## src/rtl/fetch_sequencer.sv

```systemverilog
// Fetch-stage PC and IF/ID sequencer: BOOT -> RUN -> HALT, 1-cycle capture, 1-bubble redirect.
// Define FETCH_BOUNDS_CHECK_EN to halt with a sticky fault on an out-of-range fetch.
module fetch_sequencer #(
    parameter logic [31:0] RESET_PC   = 32'h0000_0000,
    parameter int          IMEM_WORDS = 64
) (
    input  logic        clk,
    input  logic        reset,
    input  logic        stall,
    input  logic        redirect,
    input  logic [31:0] redirect_pc,
    input  logic        halt_req,
    output logic [31:0] imem_pc,
    input  logic [31:0] imem_instr,
    output logic        ifid_valid,
    output logic [31:0] ifid_instr,
    output logic [31:0] ifid_pc4,
    output logic        halted,
    output logic        fault,
    output logic [15:0] fetch_count
);
    typedef enum logic [1:0] {BOOT, RUN, HALT} state_t;

    state_t      state;
    logic [31:0] pc;
    logic [31:0] pc_plus4;
    logic        out_of_range;

    assign pc_plus4 = pc + 32'd4;
    assign imem_pc  = pc;

`ifdef FETCH_BOUNDS_CHECK_EN
    localparam logic [32:0] PC_LIMIT = 33'(IMEM_WORDS) * 33'd4;
    logic fault_q;
    assign out_of_range = ({1'b0, pc} >= PC_LIMIT);
    assign fault        = fault_q;
`else
    logic [31:0] unused_imem_words;
    assign unused_imem_words = 32'(IMEM_WORDS);
    assign out_of_range      = 1'b0;
    assign fault             = 1'b0;
`endif

    always_ff @(posedge clk or posedge reset) begin
        if (reset) begin
            state       <= BOOT;
            pc          <= RESET_PC;
            ifid_valid  <= 1'b0;
            ifid_instr  <= 32'h0;
            ifid_pc4    <= 32'h0;
            halted      <= 1'b0;
            fetch_count <= 16'h0;
`ifdef FETCH_BOUNDS_CHECK_EN
            fault_q     <= 1'b0;
`endif
        end else begin
            case (state)
                BOOT: begin
                    state      <= RUN;
                    ifid_valid <= 1'b0;
                end
                RUN: begin
                    if (redirect) begin
                        // Squash the wrong-path word; IF/ID payload is left as-is.
                        pc         <= {redirect_pc[31:2], 2'b00};
                        ifid_valid <= 1'b0;
                    end else if (out_of_range) begin
                        state      <= HALT;
                        halted     <= 1'b1;
                        ifid_valid <= 1'b0;
`ifdef FETCH_BOUNDS_CHECK_EN
                        fault_q    <= 1'b1;
`endif
                    end else if (halt_req) begin
                        state      <= HALT;
                        halted     <= 1'b1;
                        ifid_valid <= 1'b0;
                    end else if (!stall) begin
                        ifid_instr  <= imem_instr;
                        ifid_pc4    <= pc_plus4;
                        ifid_valid  <= 1'b1;
                        pc          <= pc_plus4;
                        fetch_count <= fetch_count + 16'd1;
                    end
                end
                default: begin
                    ifid_valid <= 1'b0;
                end
            endcase
        end
    end
endmodule
```

## config.mk

```make
export PLATFORM = sky130hd
export DESIGN_NAME = fetch_sequencer
export DESIGN_NICKNAME = d
export VERILOG_FILES = /design/src/rtl/fetch_sequencer.sv
export SDC_FILE = /design/constraint.sdc
export NUM_CORES = 1
export LEC_CHECK = 0
export ABC_AREA = 0
export ABC_CLOCK_PERIOD_IN_PS = 8600
export BUFFER_PORTS_ARGS = -buffer_cell sky130_fd_sc_hd__buf_2
export CAP_MARGIN = 10
export CORE_ASPECT_RATIO = 0.5
export CORE_UTILIZATION = 25
export CTS_BUF_LIST = sky130_fd_sc_hd__clkbuf_4 sky130_fd_sc_hd__clkbuf_8
export DETAILED_ROUTE_END_ITERATION = 8
export GPL_TIMING_DRIVEN = 0
export PLACE_DENSITY_LB_ADDON = 0.2
export SETUP_SLACK_MARGIN = 0.3
export SKIP_CTS_REPAIR_TIMING = 1
export SYNTH_ARGS = -nofsm -noshare
export SYNTH_HDL_FRONTEND = slang
export SYNTH_SLANG_ARGS = --single-unit
export TNS_END_PERCENT = 50
```

## constraint.sdc

```tcl
create_clock -name clk -period 8.6 [get_ports clk]
set_clock_uncertainty 0.1 [all_clocks]
set_input_delay 0 -clock clk [delete_from_list [all_inputs] [get_ports clk]]
set_output_delay 0 -clock clk [all_outputs]
set_load 0.02 [all_outputs]
```

Word-level counts from Yosys, hierarchy flattened --
Cells that the tools add are included.
Storage, ports and cells: register bits 116, input bits 69, output and inout port bits 115
Cells by class: add/sub/neg operators 2, equality and inequality tests 6, mux-type cells 10, bitwise gates (word level) 3, reduce and logical (&&, ||, !) cells 6
Operator list (number):
- 32-bit 2-to-1 mux | 3
- 32-bit by 3-bit adder with 32-bit output (second input constant) | 1
- 16-bit by 1-bit adder with 16-bit output (second input constant) | 1
- 3-bit AND reduction | 3
- 2-bit inequality test (second input constant) | 3
- 1-bit 2-to-1 mux | 4
- 2-bit 2-to-1 mux | 2
- 4-bit inequality test (second input constant) | 1
- 2-bit case mux with 2 select lines | 1
- 4-bit AND reduction | 1
- 1-bit NOT | 3
- 2-bit by 1-bit equality test with 1-bit output (second input constant) | 1
- 2-bit logical NOT | 1
- 2-bit by 1-bit inequality test with 1-bit output (second input constant) | 1
- 2-bit nonzero test | 1

Longest topological paths before layout --
depth in word-level cells 4, depth in mapped cells 8

Worst setup path before layout --
OpenSTA, ideal clock, no wires.
kind reg2reg, start reg pc[18], in the netlist imem_pc[18], end reg pc[29], in the netlist imem_pc[29], setup time 136 ps, arrival time 2018 ps, required time 8364 ps, slack 6346 ps, stages on the path, launching flop included 7, path buffers 2, period minus slack after synthesis 2254 ps, cells stage by stage dfrtp_1 > buf_2 > and4_1 > clkbuf_1 > nand4_1 > o311a_1 > or3b_2
On the way: cells in the longest elaborated chain, start to end 4
RTL lines:
- start: declaration | line 25 | logic [31:0] pc;
- start signal: assignment | line 65 | pc <= {redirect_pc[31:2], 2'b00};
- start signal: assignment | line 82 | pc <= pc_plus4;
- 32-bit by 3-bit adder with 32-bit output | line 29 | assign pc_plus4 = pc + 32'd4;
- 32-bit 2-to-1 mux | line 78 | end else if (!stall) begin
- 32-bit 2-to-1 mux | line 74 | end else if (halt_req) begin
- 32-bit 2-to-1 mux | line 63 | if (redirect) begin
Every way passes these cells. The select of a mux whose other input is x is not followed. A chain may end at the register's enable or synchronous reset.

Worst setup path in the final report --
start reg state[1], end reg ifid_instr[13]
On the way: cells in the longest elaborated chain, start to end 2
RTL lines:
- start: declaration | line 24 | state_t state;
- start signal: assignment | line 46 | state <= BOOT;
- start signal: assignment | line 59 | state <= RUN;
- start signal: assignment | line 68 | state <= HALT;
- 2-bit by 1-bit equality test with 1-bit output | line 57 | case (state)
- 4-bit AND reduction (no source line)
- end signal: assignment | line 79 | ifid_instr <= imem_instr;
- end: declaration | line 16 | output logic [31:0] ifid_instr,
Every way passes these cells.

==> flow_summary.toml <==
[power_and_ir_drop]
pwr-share-comb_pct = 30.7
power.leakage_nw = 3.75
netSwitchingPower_mw = 0.549
p_clk_share_pct = 22.2
power.internal_mw = 0.902
switching_share_pct = 37.8
power_frac_seq_pct = 47.1
finalPower_mw = 1.45
ir_worst_vdd_uv = 75.0
power.density_nw_per_um2 = 187

[timing]
rsz0062_at_grt = "no"
setup_viol = 0
worstMarginPinSlew_ns = 0.915
clock.fmax_mhz = 377
final.period_utilization_pct = 30.8
hold_viol = 0
fin_crit_ns = 2.65
setup_tns_ns = 0
slew_violations = 0
layout_setup_ws_ns = 5.95
slew_headroom_pct = 38.8

[final_layout]
area_delta_synth_final_pct = 38.3
antenna_cells = 0
instances_no_fill = 1180
fin_util_pct = 35.5
drive_above_1_share_pct = 25.8
nets = 946

[routing]
wire_per_inst_um = 16.8
wl_mm = 19.9
drc_errors = 0
num_vias = 5578
vias_per_cell = 4.73
ant_nets = 0
drt_iter0_markers = 392
firstDrtPassIters = 4

[critical_path]
cpMaxStageDelayCell = "or4b_1"
criticalPathCategory = "reg2reg"
cp-end-kind = "flop"
reg2reg_slack_ns = 5.95
crit_top_cell = "nand2_1"
path_cells = "or4b_1 -> buf_2 -> nor2_1 -> clkbuf_1 -> buf_1 -> nand2_1 -> nand2_1"
path_depth = 7
crit_path_start_kind = "flop"
crit_path_max_fanout = 10
reg2regPathDepth = 7
required_ns = 8.83
r2r_end = "ifid_instr[13]"
cpPeakStageDelay_ns = 0.51
crit_buf_inv = 3
crit_start = "state[1]"
r2r_start = "state[1]"
crit_arrival_ns = 2.88
crit_path_end = "ifid_instr[13]"
cp_top_family = "buffers and inverters"

[clock_tree]
cts_sinks = 112
htreeDepth = 3
cts_buffers = 9
clk_latency_ns = 0.40
clk_pin_slew_ns = 0.11
cts_tree = "done"
root_buffer = "clkbuf_8"
clock_path_buffers = 2

[grt]
grt_max_degree = 74
antenna_found_initial = 0
grtUsageTotal_pct = 16.8
grt_pass1_wl_mm = 29.6
grt_pass1_vias = 5112
grt_overflow = 0

[place]
dpl.hpwl_mm = 13.9
placed_cells = 1099
place_ws_ns = 5.92
portBuffers = 176
routabilityCongestion = 0.829

[die]
floorplan.initialDensity_pct = 25.7
ioPinCount = 184
die_x_um = 214
row_count = 38
dieHeight_um = 108
core_area_um2 = 21800
die_area_um2 = 23100

[yosys]
yosysWarnings = 0
synthCells = 618
synth_edf_count = 0
async_flop_share_pct = 100
ys_seq_elements = 112
synth-main-ff-cell = "dfrtp_1"
syn_avg_cell_area_um2 = 9.07
ys_seq_area_share_pct = 50.0
netlist_area_um2 = 5600
synth_cell_types = 59

[job]
max_cap_violations = 0

[worst_hold_path]
worstHoldPathType = "in2async"

[status]
status = "finished clean"
[how the worst min path moves through the flow]
| stage | to | slack (ns) | cells past startpoint |
|---|---|---|---|
| floorplan | ifid_valid | -0.01 | 1 |
| finish | ifid_instr[6] | 0.06 | 3 |
| detailed placement | ifid_instr[6] | -0.06 | 2 |
| global route | ifid_valid | 0.07 | 4 |
| CTS | ifid_instr[6] | -0.50 | 2 |
| global placement | ifid_instr[6] | 0.09 | 3 |
[area by class of cell]
| cell class | instances | area, µm² |
|---|---|---|
| tap | 300 | 375 |
| buffer | 51 | 226 |
| fill | 2291 | 14100 |
| clock buffer | 11 | 151 |
| timing repair buffer | 242 | 1560 |
| multi-input combinational | 450 | 2560 |
| sequential | 112 | 2800 |
| clock inverter | 5 | 41.3 |
| inverter | 9 | 38.8 |
[placed cells by master, fill, tap and decap left out, types with 7 or more instances in the layout]
cell	netlist	final
buf_2	7	183
nand2_1	152	152
dfrtp_1	112	112
dlygate4sd3_1	0	65
nand3_1	40	40
clkbuf_1	34	34
nand4_1	24	24
o21ai_0	24	24
o211ai_1	23	23
nor2_1	19	19
a21oi_1	17	17
xnor2_1	14	14
and3_1	12	12
nor3_1	12	12
xor2_1	11	11
clkbuf_8	0	11
or4_1	10	10
and4_1	9	9
nor4_1	7	7
inv_1	8	7
[power by group through the flow]
stage	logic, mW	clock network, mW	registers [mW]
2_1_floorplan	0.159	0	0.788
3_3_place_gp	0.423	0	0.690
3_5_place_dp	0.426	0	0.693
4_1_cts	0.427	0.336	0.683
5_1_grt	0.488	0.351	0.696
6_report	0.446	0.322	0.683
[worst register-to-register path: cells and delay by family, from the launching register on]
| kind | cells | cell delay (ns) |
|---|---|---|
| and+or+nand+nor | 4 | 0.91 |
| buffers and inverters | 3 | 1.15 |
| DFF | 1 | 0.43 |
[sequential cells by signal (all words and copies together), names as in the netlist]
signal       flops
ifid_instr      32
imem_pc         30
ifid_pc4        30
state            2
ifid_valid       1
fetch_count     16
halted           1
[cells in the mapped netlist (all sizes together), types with 2 or more instances]
cell type  instances  area (µm²)
nand2            152         571
dfrtp            112        2800
nand3             44         240
clkbuf            34         128
nand4             24         150
o21ai             24         120
o211ai            23         173
nor2              19        71.3
a21oi             17        85.1
buf               17        98.8
or4               16         143
xnor2             14         123
and3              12        75.1
nor3              12        60.1
xor2              11        96.3
and4               9        78.8
inv                8        30.0
nor4               8        56.3
a31oi              6        37.5
a22oi              5        37.5
o311ai             5        43.8
o31ai              4        30.0
nor2b              3        18.8
or2                3        18.8
or4b               3        33.8
a221o              2        20.0
a311oi             2        17.5
a31o               2        17.5
ha                 2        25.0
nand2b             2        12.5
nor4b              2        23.8
o2bb2ai            2        17.5
o31a               2        17.5
or3                2        12.5
[cells by family (layout without fill, tap and decap cells)]
family                   Yosys count  in the layout  share of synthesized area [%]
AND/OR/NAND/NOR                  316            316                           28.7
flip-flops                       112            112                           50.0
AO/OA/AOI/OAI                    101            101                           12.1
buffers and inverters             60            318                           4.64
XOR/XNOR                          25             25                           3.91
adder cells (fa/ha/maj)            2              2                          0.446
other                              1              5                         0.0669
multiplexers                       1              1                          0.179
[layer usage]
layer | vias to the layer above | wire length [µm] | GRT usage (%)
met5 | - | 0 | 0
met4 | 0 | 196 | 3.78
met3 | 15 | 680 | 3.35
met2 | 99 | 9850 | 28.2
met1 | 2755 | 9150 | 22.3
li1 | 2709 | - | -
[metrics by stage]
step	instance area, µm²	hold WS [ns]
floorplan	5620	-0.0134
global placement	6880	0.0910
detailed placement	6910	-0.0596
CTS	7100	-0.497
global route	7750	0.0750
finish	7750	0.0567
Note: power is estimated with default switching activity, not from simulation.
